**src/rtl/dram_frame_unpacker.sv**
```systemverilog
`timescale 1ns/1ps
// dram_frame_unpacker
// Turns the 64-bit word stream from the DRAM frame reader into one pixel
// per cycle, tagged with start-of-frame, end-of-line and end-of-frame
// markers. The reader always fetches whole 16-word bursts, so any padding
// words after the last pixel are popped and dropped before the next frame
// starts. That keeps every frame aligned to a word boundary.
module dram_frame_unpacker #(
  parameter int PIX_W = 8,
  parameter int DIM_W = 12
) (
  input  logic             fclk,
  input  logic             rst_n,
  input  logic             cfg_valid,
  output logic             cfg_ready,
  input  logic [DIM_W-1:0] cfg_width,
  input  logic [DIM_W-1:0] cfg_height,
  input  logic             din_valid,
  output logic             din_ready,
  input  logic [63:0]      din,
  output logic             pix_valid,
  input  logic             pix_ready,
  output logic [PIX_W-1:0] pix_data,
  output logic             pix_sof,
  output logic             pix_eol,
  output logic             pix_eof,
  output logic             frame_done,
  output logic             busy
);

  localparam int LANES  = 64 / PIX_W;
  localparam int LANE_W = $clog2(LANES);
  localparam logic [LANE_W-1:0] LAST_LANE = LANE_W'(LANES - 1);

  typedef enum logic [1:0] {IDLE, RUN, DRAIN, DONE} state_t;

  state_t           state;
  logic [DIM_W-1:0] width_q;
  logic [DIM_W-1:0] height_q;
  logic [DIM_W-1:0] x;
  logic [DIM_W-1:0] y;
  logic [63:0]      hold_data;
  logic             hold_valid;
  logic [LANE_W-1:0] lane;
  logic [3:0]       burst_cnt;

  logic             last_col;
  logic             last_row;
  logic             last_lane;
  logic             accept;
  logic [31:0]      lane_shift;
  logic [63:0]      shifted;

  assign last_col  = (x == width_q - DIM_W'(1));
  assign last_row  = (y == height_q - DIM_W'(1));
  assign last_lane = (lane == LAST_LANE);

  // Lane 0 sits in the least-significant bits of the held word.
  assign lane_shift = 32'(lane) * 32'(PIX_W);
  assign shifted    = hold_data >> lane_shift;
  assign pix_data   = shifted[PIX_W-1:0];

  assign pix_valid = hold_valid && (state == RUN);
  assign pix_sof   = pix_valid && (x == '0) && (y == '0);
  assign pix_eol   = pix_valid && last_col;
  assign pix_eof   = pix_eol && last_row;
  assign accept    = pix_valid && pix_ready;
  assign busy      = (state != IDLE);

  // Pop the reader only when a word is actually present. In RUN we pop into
  // an empty holding register, or when the final lane leaves and more pixels
  // are still owed. In DRAIN every word that shows up is padding.
  always_comb begin
    din_ready = 1'b0;
    case (state)
      RUN:     din_ready = din_valid && (!hold_valid || (accept && last_lane && !pix_eof));
      DRAIN:   din_ready = din_valid;
      default: din_ready = 1'b0;
    endcase
  end

  // Frame sequencer: latches geometry, walks lanes and x/y, counts words
  // against the 16-word burst, and drives the registered handshake outputs.
  always_ff @(posedge fclk or negedge rst_n) begin
    if (!rst_n) begin
      state      <= IDLE;
      width_q    <= '0;
      height_q   <= '0;
      x          <= '0;
      y          <= '0;
      hold_data  <= '0;
      hold_valid <= 1'b0;
      lane       <= '0;
      burst_cnt  <= '0;
      cfg_ready  <= 1'b0;
      frame_done <= 1'b0;
    end else begin
      frame_done <= 1'b0;
      case (state)
        IDLE: begin
          cfg_ready <= 1'b1;
          if (cfg_valid && cfg_ready) begin
            width_q    <= cfg_width;
            height_q   <= cfg_height;
            x          <= '0;
            y          <= '0;
            lane       <= '0;
            burst_cnt  <= '0;
            hold_valid <= 1'b0;
            cfg_ready  <= 1'b0;
            if ((cfg_width == '0) || (cfg_height == '0)) begin
              state <= DONE;
            end else begin
              state <= RUN;
            end
          end
        end
        RUN: begin
          if (din_ready) begin
            hold_data  <= din;
            hold_valid <= 1'b1;
            lane       <= '0;
            burst_cnt  <= burst_cnt + 4'd1;
          end
          if (accept) begin
            if (last_col) begin
              x <= '0;
              y <= y + DIM_W'(1);
            end else begin
              x <= x + DIM_W'(1);
            end
            if (pix_eof) begin
              hold_valid <= 1'b0;
              if (burst_cnt == 4'd0) begin
                state <= DONE;
              end else begin
                state <= DRAIN;
              end
            end else if (!din_ready) begin
              lane <= lane + LANE_W'(1);
              if (last_lane) begin
                hold_valid <= 1'b0;
              end
            end
          end
        end
        DRAIN: begin
          if (din_ready) begin
            burst_cnt <= burst_cnt + 4'd1;
            if (burst_cnt == 4'hF) begin
              state <= DONE;
            end
          end
        end
        DONE: begin
          frame_done <= 1'b1;
          cfg_ready  <= 1'b1;
          state      <= IDLE;
        end
        default: state <= IDLE;
      endcase
    end
  end

endmodule

```
**config.mk**
```make
export PLATFORM = sky130hd
export DESIGN_NAME = dram_frame_unpacker
export DESIGN_NICKNAME = d
export VERILOG_FILES = /design/src/rtl/dram_frame_unpacker.sv
export SDC_FILE = /design/constraint.sdc
export NUM_CORES = 1
export LEC_CHECK = 0
export ABC_AREA = 0
export BUFFER_PORTS_ARGS = -buffer_cell sky130_fd_sc_hd__buf_2
export CORE_UTILIZATION = 62
export DETAILED_ROUTE_END_ITERATION = 6
export GPL_ROUTABILITY_DRIVEN = 0
export PLACE_DENSITY = 0.9
export SETUP_SLACK_MARGIN = 0.1
export SYNTH_ARGS = -nofsm -noshare
export SYNTH_HDL_FRONTEND = slang
export SYNTH_SLANG_ARGS = --single-unit
```
**constraint.sdc**
```tcl
create_clock -name fclk -period 6.4 [get_ports fclk]
set_input_delay 0.32 -clock fclk [delete_from_list [all_inputs] [get_ports fclk]]
set_output_delay 0.32 -clock fclk [all_outputs]
set_load 0.03 [all_outputs]
```
==> Word-level counts from Yosys, hierarchy flattened <==
Cells that the tools add are included.
{ "word_totals": {"ff_bits": 124, "latchBits": 0, "ramBits": 0, "romBits": 0, "input_bits": 93, "out_inout_bits": 16, "elab_cells": 99, "memories": 0} }
{ "classes": {"n_addsub": 6, "mul": 0, "div": 0, "n_lt_le_gt_ge": 0, "n_eq_ne": 14, "n_shift": 1, "mux": 35, "bitwise_logic": 0, "reduce_logical": 32} }
{ "ops": {"columns": ["operator", "n"], "rows": [
  ["$shr A64 B6 Y8", 1],
  ["$mux W12", 5],
  ["$logic_not A12 Y1", 4],
  ["$pmux W12 S2", 2],
  ["$add A12 B1 Y12 const B", 2],
  ["$eq A12 B12 Y1", 2],
  ["$sub A12 B1 Y12 const B", 2],
  ["$mux W3", 5],
  ["$mux W2", 6],
  ["$ne A2 B2 Y1 const B", 6],
  ["$logic_and A1 B1 Y1", 10],
  ["$mux W1", 9],
  ["$mux W4", 2],
  ["$pmux W2 S4", 1],
  ["$pmux W4 S2", 1],
  ["$reduce_bool A2 Y1", 4],
  ["$pmux W1 S2", 3],
  ["$pmux W3 S2", 1],
  ["$reduce_and A2 Y1", 3],
  ["$reduce_and A3 Y1", 2],
  ["$reduce_and A5 Y1", 1],
  ["$add A4 B1 Y4 const B", 1],
  ["$eq A2 B2 Y1 const B", 2],
  ["$eq A4 B4 Y1 const B", 1],
  ["10 further kinds", 12]
]} }

==> Longest topological paths before layout <==
Gate-level depths: netlist (run 1).
{ "logic_depth": {"word_depth": 15, "depth_mapped": 13, "ltp_nobuf": 10} }

==> Worst setup path before layout (run 1) <==
No wires, ideal clock.
{ "synth_path": {"path_type": "register to register", "start": "register width_q[0]", "end": "register hold_data[17]", "setup_ns": 0.125, "arrival_ns": 3.367, "required_ns": 6.275, "setup_slack_ns": 2.908, "path_stages_with_launch": 13, "path_buffers": 2, "period_less_slack_ns": 3.492, "cell_sequence": "dfrtp_1 inv_1 ha_1 clkbuf_1 or4b_4 a2111oi_0 a41o_1 a32oi_1 nor4_4 a21oi_1 a31oi_4 buf_6 mux2_2"} }
{ "synth_between": {"elab_chain_cells": 10} }
{ "synth_lines": {"columns": ["item", "line_no", "source"], "rows": [
  ["start, declared", "38", "logic [DIM_W-1:0] width_q;"],
  ["start signal, assigned", "103", "width_q <= cfg_width;"],
  ["$sub A12 B1 Y12", "54", "assign last_col = (x == width_q - DIM_W'(1));"],
  ["$eq A12 B12 Y1", "54", null],
  ["$logic_and A1 B1 Y1", "65", "assign pix_eol = pix_valid && last_col;"],
  ["$logic_and A1 B1 Y1", "66", "assign pix_eof = pix_eol && last_row;"],
  ["$logic_not A1 Y1", "76", "RUN: din_ready = din_valid && (!hold_valid || (accept && last_lane && !pix_eof));"],
  ["$logic_and A1 B1 Y1", "76", null],
  ["$logic_or A1 B1 Y1", "76", null],
  ["$logic_and A1 B1 Y1", "76", null],
  ["$pmux W1 S2", "75", "case (state)"],
  ["$reduce_and A2 Y1 (no source line)", null, null],
  ["end signal, assigned", "120", "hold_data <= din;"],
  ["end, declared", "42", "logic [63:0] hold_data;"]
]} }
Every way passes these cells.
A chain may end at the register's enable or synchronous reset.

==> Worst setup path after layout (run 1) <==
{ "layout_path": {"start": "register width_q[0]", "end": "register hold_data[4]"} }
The elaborated chain is that of the path after synthesis.

==> impl_metrics.yaml, run 1 <==
finish:
  layout.nets: 861
  area_delta_synth_final_pct: 21.0
  final_layout_size_suffix_gt1_share_pct: 29.6
  antenna_cells: 0
  multi_input_area_um2: 3610
  regArea_um2: 3100
  stdcell_count: 907
  fillers: 609
yosys:
  synth_nets: 735
  synth_compound_area_share_pct: 9.54
  synth.avg_cell_area_um2: 11.1
  synth_mux_area_share_pct: 21.9
  ys_ff_latch: 124
  yosysWarnings: 0
  synth-seq-area-share_pct: 44.5
  synthCells: 628
  netlist_area_um2: 6980
  synth_cell_type_count: 65
  synth-xor-area-share_pct: 3.35
  async_flop_share_pct: 100
  synth_adder_area_share_pct: 2.51
  synth_top_family_by_area: "multiplexers"
  synth_edf_count: 0
  synthSimpleGateAreaFrac_pct: 14.5
  synth_ff_type: "dfrtp_1"
die:
  core-area_um2: 10900
  std_cell_rows: 38
  num_io_pins: 109
  floorplan.initialDensity_pct: 64.1
  die_width_um: 108
  die_h_um: 108
  die-area_um2: 11700
clock_tree:
  insertion_delay_ns: 0.56
  cts_buffer_depth: 2
  cts_hold_buf: 14
  cts-root-buf: "clkbuf_8"
  cts_setup_buffers: 0
  cts_buffers: 17
  clock_sinks: 124
  cts.repair.resized: 0
  cts_tree: "done"
  clk_pin_slew_worst_paths_ns: 0.06
  htree_levels: 4
drt:
  avgRoutedWirePerCell_um: 22.5
  ant_nets: 0
  remaining_drc_errors: 0
  dr.pass1.iters: 5
  routed_wl_um: 20400
  drt_iter0_drc: 645
  viasPerCell: 6.55
  vias: 5942
status:
  violations: "hold timing"
  status: "finished with violations"
worst_hold_path:
  hp-class: "primary input to flip-flop"
worst_setup_path:
  crit_path_start_kind: "flip-flop"
  worstPathArrival_ns: 5.05
  crit_family: "simple AND/OR/NAND/NOR gates"
  crit_chain: "inv_1 > ha_1 > or4b_4 > a2111oi_0 > a41o_1 > a32oi_1 > nor4_4 > a21oi_1 > a31oi_4 > buf_4 > mux2_2"
  critPathBufInv: 2
  max_stage_delay_ns: 0.81
  endpoint_kind: "flip-flop"
  slowest_stage: "nor4_4"
  critical_path_class: "flip-flop to flip-flop"
  cp.required_ns: 6.83
  cp_max_fo: 64
timing:
  worstMarginPinSlew_ns: 1.13
  rsz0062_at_grt: "no"
  setup-violations-final: 0
  worst_slack_ns: 1.78
  finalCritPeriodShare_pct: 72.3
  hold_violations: 2
  fmax_ghz: 0.216
  fin_setup_tns_ns: 0
  max_slew_margin_pct: 24.5
  fin_hold_ws_ns: -0.00639
  finalMaxSlewViolations: 0
  fin_skew_ns: 0.0156
  fin_crit_ns: 4.62
global_route:
  grt_util_all_layers_pct: 35.9
  grt_overflow: 0
  grt_pass1_vias: 6176
  grt_pass1_wl_um: 31100
  antenna_found_initial: 0
  grt_start_max_net_pins: 88
pwr:
  netSwitchingPower_mw: 1.19
  power.internal_mw: 2.18
  p_seq_share_pct: 38.6
  p_clk_share_pct: 30.3
  power_density_nw_per_um2: 400
  peakVddDrop_mv: 0.371
  combPwrFrac_pct: 31.1
  p_leak_nw: 3.93
  swShare_pct: 35.3
placement:
  pre_cts_ws_ns: 1.89
  io_buffers: 108
  dpl.hpwl_um: 12200
  placedCellCount: 847
job:
  max-cap-violations: 0
[cell type report]
class	count	area share (%)
timing repair buffer	139	10.0
inverter	26	1.16
tap	140	2.07
clock buffer	19	4.99
sequential	124	36.8
multi-input combinational	446	42.8
clock inverter	13	2.25
[through the flow]
step                area (µm²)  util [%]  power (mW)
finish                    8440      77.5        3.38
CTS                       8300      76.3        3.25
floorplan                 6980         -        1.93
global placement          7550      69.4        2.13
detailed placement        7550      69.4        2.22
global route              8440      77.5        3.49
[path summary, 6_finish.rpt]
| kind | startpoint | to | slack, ns | cells after the start |
|---|---|---|---|---|
| worst min-delay path | din[10] | hold_data[10] | -0.006 | 2 |
| max in group asynchronous | rst_n | burst_cnt[3] | 4.68 | 3 |
| min in group asynchronous | rst_n | y[9] | 0.27 | 2 |
| worst max-delay path | width_q[0] | hold_data[4] | 1.78 | 11 |
| worst min register to register | hold_data[25] | hold_data[25] | 0.50 | 1 |
| worst max register to register | width_q[0] | hold_data[4] | 1.78 | 11 |
[synth_stat cells (10+ instances only)]
master | number | area, µm²
a21oi_1 | 17 | 85.1
clkbuf_1 | 22 | 82.6
dfrtp_1 | 124 | 3100
ha_1 | 14 | 175
inv_1 | 26 | 97.6
mux2_1 | 38 | 428
mux2_2 | 61 | 687
mux4_2 | 16 | 360
nand2_1 | 48 | 180
nand3_1 | 26 | 130
nor2_1 | 22 | 82.6
nor3_1 | 19 | 95.1
nor4_1 | 14 | 87.6
o21ai_0 | 32 | 160
xnor2_1 | 10 | 87.6
xor2_1 | 14 | 123
[logic make-up after synthesis]
logic type | after synthesis
AO/OA/AOI/OAI | 99
XOR/XNOR | 25
adder cells (fa/ha/maj) | 14
buffers and inverters | 58
flip-flops | 124
multiplexers | 120
AND/OR/NAND/NOR | 188
[layer usage]
layer / wire length (µm) / share of wire, % / global-route usage [%]
met1: 7240 / 35 / 40.3
met2: 10500 / 51 / 60.6
met3: 1450 / 7.1 / 9.95
met4: 1260 / 6.2 / 22.4
met5: 0 / 0 / 0
[power by group through the flow]
stage	Combinational, mW	Sequential [mW]	Clock [mW]
2_1_floorplan	0.799	1.13	0
3_3_place_gp	0.902	1.23	0
3_5_place_dp	0.957	1.27	0
4_1_cts	0.986	1.26	1.01
5_1_grt	1.11	1.32	1.06
6_report	1.05	1.30	1.02
[flip-flops by register name (all words and copies together) (netlist names)]
signal      cells
hold_valid      1
burst_cnt       4
cfg_ready       1
state           2
y              12
frame_done      1
height_q       12
width_q        12
x              12
hold_data      64
lane            3
[cell usage in the layout (no fill, tap or decap), drive strengths merged, types with 7 or more instances in the layout]
master,netlist,routed
and3,9,9
nor4,15,15
xor2,14,14
mux2,99,99
xnor2,10,10
nand4,9,9
dlygate4sd3,0,28
nand2,48,48
a21oi,17,17
a31oi,8,8
buf,10,111
nor3,20,20
o211ai,8,8
mux4,16,16
nand3,26,26
inv,26,29
o21ai,32,32
ha,14,14
or4,7,7
clkbuf,22,19
nor2,22,22
dfrtp,124,124
Power figures use the tool's default switching activity.
==> run 2, diff against run 1 <==
ABC_AREA = 1   (was 0)
CORE_UTILIZATION = 57   (was 62)
PLACE_DENSITY = 0.84   (was 0.9)
clock period = 4.4 ns   (was 6.4 ns; I/O delays follow)
==> impl_metrics.yaml, run 2 <==
placement:
  dpl.hpwl_um: 11900
  io_buffers: 108
  pre_cts_ws_ns: 1.03
timing:
  finalMaxSlewViolations: 0
  fin_skew_ns: 0.00924
  fin_hold_ws_ns: -0.00311
  worstMarginPinSlew_ns: 0.995
  worst_slack_ns: 0.932
  rsz0062_at_grt: "no"
  fin_crit_ns: 3.47
  setup-violations-final: 0
  max_slew_margin_pct: 33.6
  finalCritPeriodShare_pct: 78.8
  hold_violations: 1
  fin_setup_tns_ns: 0
  fmax_ghz: 0.288
finish:
  layout.nets: 1183
  top_register: "hold_data"
  final_common_cell: "nand2_1"
  largest_register_ffs: 64
  final_layout_size_suffix_gt1_share_pct: 15.5
  final_cell_mix: "nand2_1 (356), dfrtp_1 (124), buf_2 (107), nor2_1 (103), inv_1 (68)"
  area_delta_synth_final_pct: 21.8
  antenna_cells: 0
drt:
  remaining_drc_errors: 0
  routed_wl_um: 18500
  avgRoutedWirePerCell_um: 15.0
  ant_nets: 0
  vias: 6729
  drt_iter0_drc: 562
  dr.pass1.iters: 6
  viasPerCell: 5.46
worst_setup_path:
  slowest_stage: "ha_1"
  endpoint_kind: "flip-flop"
  crit_chain: "inv_1 > ha_1 > clkinv_1 > o21ai_1 > inv_1 > nor2_4 > inv_2 > a21oi_4 > inv_2 > o21ai_0 > o21ai_0 > nor2_1"
  worstPathArrival_ns: 3.83
  cp.required_ns: 4.76
  max_stage_delay_ns: 0.63
  critical_path_class: "flip-flop to flip-flop"
  cp_max_fo: 13
  rrSetupSlack_ns: 0.93
  crit_path_start_kind: "flip-flop"
clock_tree:
  htree_levels: 4
  clk_pin_slew_worst_paths_ns: 0.06
  cts_buffers: 17
  cts_setup_buffers: 0
  clock_sinks: 124
  cts-root-buf: "clkbuf_16"
  cts_tree: "done"
  cts_buffer_depth: 2
  insertion_delay_ns: 0.43
yosys:
  ys_top_cells_by_area: "dfrtp_1 (45%), nand2_1 (19%), nor2_1 (5.6%)"
  async_flop_share_pct: 100
  ys_ff_latch: 124
  synth_most_common_cell: "nand2_1"
  synth_edf_count: 0
  synth_cell_type_count: 37
  yosys.area.top_type: "dfrtp_1"
  netlist_area_um2: 6960
  synth-seq-area-share_pct: 44.6
  synth.avg_cell_area_um2: 7.41
  yosysTopAreaCellShare_pct: 44.6
  synthTopCellsByCount: "nand2_1 (356), dfrtp_1 (124), nor2_1 (104)"
  synth_ff_type: "dfrtp_1"
  yosysWarnings: 0
  synth_nets: 1046
  synthCells: 939
die:
  num_io_pins: 109
  floorplan.initialDensity_pct: 59.6
  die_h_um: 112
  die-area_um2: 12600
  die_width_um: 112
  core-area_um2: 11700
  std_cell_rows: 39
status:
  status: "finished with violations"
  violations: "hold timing"
global_route:
  grt_pass1_wl_um: 30400
  grt_pass1_vias: 6529
  grt_overflow: 0
  antenna_found_initial: 0
  grt_start_max_net_pins: 65
  grt_util_all_layers_pct: 31.0
pwr:
  power_density_nw_per_um2: 689
  p_leak_nw: 4.32
  peakVddDrop_mv: 0.539
job:
  max-cap-violations: 0
worst_hold_path:
  hp-class: "primary input to flip-flop"
## run 2: cell count changes in the layout (fill, tap and decap cells not counted), sizes merged, moves of 8 or more
cell,delta
nand2,+311
mux2,-99
nor2,+90
inv,+46
o21ai,+34
o22ai,+19
mux4,-16
nand3,+11
dlygate4sd3,+10
xor2,+10
and3,-9
nor3,-8
o211ai,-8
## run 2: final timing paths
check,startpoint,endpoint,cells after the start
max,state[1],y[7],12
min,din[36],hold_data[36],3
max reg2reg,state[1],y[7],12
min reg2reg,hold_data[50],hold_data[50],2
max in group asynchronous,rst_n,height_q[0],3
min in group asynchronous,rst_n,hold_data[1],2
## run 2: layout make-up
cell class                 instances  area [µm²]
multi-input combinational        708        3400
fill                             839        3190
sequential                       124        3100
timing repair buffer             150         953
clock buffer                      18         439
inverter                          75         282
tap                              143         179
clock inverter                    14         120
## run 2: routing by layer
layer  wire length (µm)  vias up  global-route usage [%]  share of wire, %
met5                  0        -                       0                 0
met4                508        0                    13.3               2.7
met3               1300       45                    8.10               7.0
met2               8950      269                    52.1                48
met1               7780     3140                    37.9                42
li1                   -     3275                       -                 -
## run 2: worst max-delay path: cells and delay by family, from the launching register on
kind                     cells  cell delay (ns)
AND/OR/NAND/NOR              2             0.34
AO/OA/AOI/OAI                4             0.85
adder cells (fa/ha/maj)      1             0.63
buffers and inverters        5             1.15
flip-flops                   1             0.42
## run 2: through the flow
stage	std cells	util, %	instance area (µm²)	total power, mW
after floorplan	939	-	6960	3.78
after global placement	1162	64.6	7530	4.34
after detailed placement	1162	64.6	7530	4.42
after CTS	1232	72.7	8470	5.81
after global routing	1232	72.7	8470	6.29
final	1232	72.7	8470	5.84
## run 2: logic make-up (layout without fill, tap and decap cells)
kind of cell               after synthesis  count (layout)  share of synthesized area (%)
adders and majority gates               14              14                           2.52
xor gates and xnor gates                34              34                           4.28
DFF                                    124             124                           44.6
and+or+nand+nor                        547             547                           33.0
buffers and inverters                  107             257                           6.57
AOI/OAI and AO/OA                      113             113                           9.07
## run 2: power by group
| group | switching, mW | total [mW] | internal [mW] | leakage, nW |
|---|---|---|---|---|
| clock network | 0.541 | 1.33 | 0.789 | 0.268 |
| registers | 0.368 | 1.98 | 1.61 | 1.60 |
| logic | 1.69 | 2.54 | 0.848 | 2.46 |
| total | 2.60 | 5.84 | 3.25 | 4.32 |
## run 2: repair_timing
item	in CTS	in global routing
endpoints found under the setup margin	0	0
hold endpoints to repair	89	0
gates resized for setup	0	0
hold buffers	38	0
==> run 3, diff against run 2 <==
CORE_UTILIZATION = 52   (was 57)
PLACE_DENSITY = 0.81   (was 0.84)
clock period = 2.9 ns   (was 4.4 ns; I/O delays follow)
==> impl_metrics.yaml, run 3 (same netlist as run 2, synthesis figures left out) <==
worst_setup_path:
  crit_path_start_kind: "flip-flop"
  critical_path_class: "flip-flop to output port"
  cp.required_ns: 2.76
  worstPathArrival_ns: 2.63
  r2r-end: "hold_data[0]"
  cp_max_fo: 3
  endpoint_kind: "output port"
  reg2reg_depth: 21
  rrSetupSlack_ns: 0.24
  reg2reg_from: "width_q[1]"
pwr:
  p_clk_share_pct: 23.1
  p_leak_nw: 4.66
  finalPower_mw: 9.43
  netSwitchingPower_mw: 4.13
  combPwrFrac_pct: 45.2
  power_density_nw_per_um2: 1010
  p_seq_share_pct: 31.7
  swShare_pct: 43.8
  peakVddDrop_mv: 1.12
  power.internal_mw: 5.30
finish:
  final_common_cell: "nand2_1"
  final_cell_mix: "nand2_1 (354), dfrtp_1 (124), buf_2 (105), nor2_1 (101), dlygate4sd3_1 (89)"
  fillers: 921
  top_register: "hold_data"
  final_layout_size_suffix_gt1_share_pct: 17.0
  area_delta_synth_final_pct: 34.4
  stdcell_count: 1332
  regArea_um2: 3100
  multi_input_area_um2: 3460
  final_util_pct: 72.9
  largest_register_ffs: 64
  layout.nets: 1254
  antenna_cells: 0
clock_tree:
  clk_pin_slew_worst_paths_ns: 0.06
  insertion_delay_ns: 0.43
  cts-root-buf: "clkbuf_16"
  htree_levels: 4
  cts_buffers: 17
  cts_buffer_depth: 2
  clock_sinks: 124
  cts_tree: "done"
timing:
  fin_setup_tns_ns: 0
  max_slew_margin_pct: 47.4
  hold_violations: 0
  rsz0062_at_grt: "yes"
  fmax_ghz: 0.360
  fin_skew_ns: 0.0104
  worst_slack_ns: 0.122
  fin_crit_ns: 2.78
  finalCritPeriodShare_pct: 95.8
  setup-violations-final: 0
  worstMarginPinSlew_ns: 0.788
  finalMaxSlewViolations: 0
worst_hold_path:
  whs_path_depth: 4
  min_to: "cfg_ready"
  worstHoldStart: "cfg_valid"
  hp-class: "primary input to flip-flop"
drt:
  ant_nets: 0
  remaining_drc_errors: 0
  vias: 7217
  met2_wirelength_um: 10400
  drt_iter0_drc: 697
  drt-met1-wl_um: 8110
  routed_wl_um: 20800
  wl_met3_um: 1590
  top_layer: "met4"
  dr.pass1.iters: 7
  viasPerCell: 5.42
  avgRoutedWirePerCell_um: 15.6
global_route:
  grt_start_max_net_pins: 69
  grt_pass1_vias: 7027
  grt_util_all_layers_pct: 30.0
  grt_pass1_wl_um: 32900
  grt_overflow: 0
  antenna_found_initial: 0
placement:
  dpl.hpwl_um: 11900
  io_buffers: 108
  placedCellCount: 1200
  pre_cts_ws_ns: 0.00855
die:
  die-area_um2: 13800
  num_io_pins: 109
  std_cell_rows: 41
  core-area_um2: 12800
  floorplan.initialDensity_pct: 54.2
  die_h_um: 118
  die_width_um: 118
job:
  max-cap-violations: 0
status:
  status: "finished clean"
## run 3: cell count changes in the layout (fill, tap and decap cells not counted), moves of 3 or more
| cell | previous run | this run |
|---|---|---|
| inv_2 | 5 | 8 |
| dlygate4sd3_1 | 38 | 89 |
| buf_12 | 0 | 6 |
| buf_4 | 5 | 17 |
| inv_1 | 68 | 64 |
| clkinv_2 | 5 | 1 |
| nor2_4 | 3 | 8 |
## run 3: metal layers
| layer | global-route usage, % | vias up |
|---|---|---|
| met2 | 51.6 | 369 |
| li1 | - | 3422 |
| met1 | 35.9 | 3354 |
| met3 | 6.49 | 72 |
| met5 | 0 | - |
| met4 | 13.6 | 0 |
## run 3: final cells by class
type | count | share of cell area, %
clock buffers | 21 | 5.03
inverters | 75 | 3.05
clock inverters | 11 | 1.41
well taps | 172 | 2.30
flip-flops and latches | 124 | 33.2
repair buffers | 219 | 18.0
multi-input cells | 710 | 37.0
## run 3: critical path, stage by stage, from the launching register on
cell,delay [ns]
dfrtp_1,0.35
inv_1,0.08
ha_4,0.28
inv_2,0.03
nand2_2,0.05
nand2_1,0.04
nor2_1,0.12
nand2_1,0.07
nor2_1,0.09
nand2_1,0.07
nor3_2,0.19
nand3_2,0.17
nor2_4,0.15
nand2_2,0.07
nand3_2,0.09
nand2_4,0.07
nand3_4,0.10
inv_2,0.05
buf_6,0.13
## run 3: power groups by stage
stage / sequential (mW) / combinational (mW) / clock [mW]
after floorplan: 2.83 / 2.90 / 0
after CTS: 2.95 / 3.98 / 2.18
after detailed placement: 2.95 / 3.83 / 0
after global placement: 2.95 / 3.75 / 0
after global routing: 3.07 / 4.73 / 2.26
final: 2.99 / 4.26 / 2.18
## run 3: per-stage QoR
| step | hold WS [ns] | instance area (µm²) |
|---|---|---|
| floorplan | -0.151 | 6960 |
| global placement | 0.255 | 7680 |
| detailed placement | 0.252 | 7680 |
| CTS | 0.0661 | 9170 |
| global route | 0.100 | 9350 |
| finish | 0.0786 | 9350 |
## run 3: worst max path at each step
stage                 from       endpoint  slack, ns
5_1_grt        height_q[0]      din_ready      -0.03
2_1_floorplan   width_q[0]       state[0]       0.22
4_1_cts        height_q[0]  hold_data[26]       0.02
3_5_place_dp    width_q[1]  hold_data[25]      0.009
6_report        width_q[1]      din_ready       0.12
3_3_place_gp    width_q[1]  hold_data[37]       0.07
## run 3: repair_timing
item	CTS	global route
hold endpoints to repair	144	0
gates cloned	0	2
resized for setup	2	18
setup endpoints to repair	65	70
pin swaps	0	9
setup buffers	0	9
hold buffers	89	0
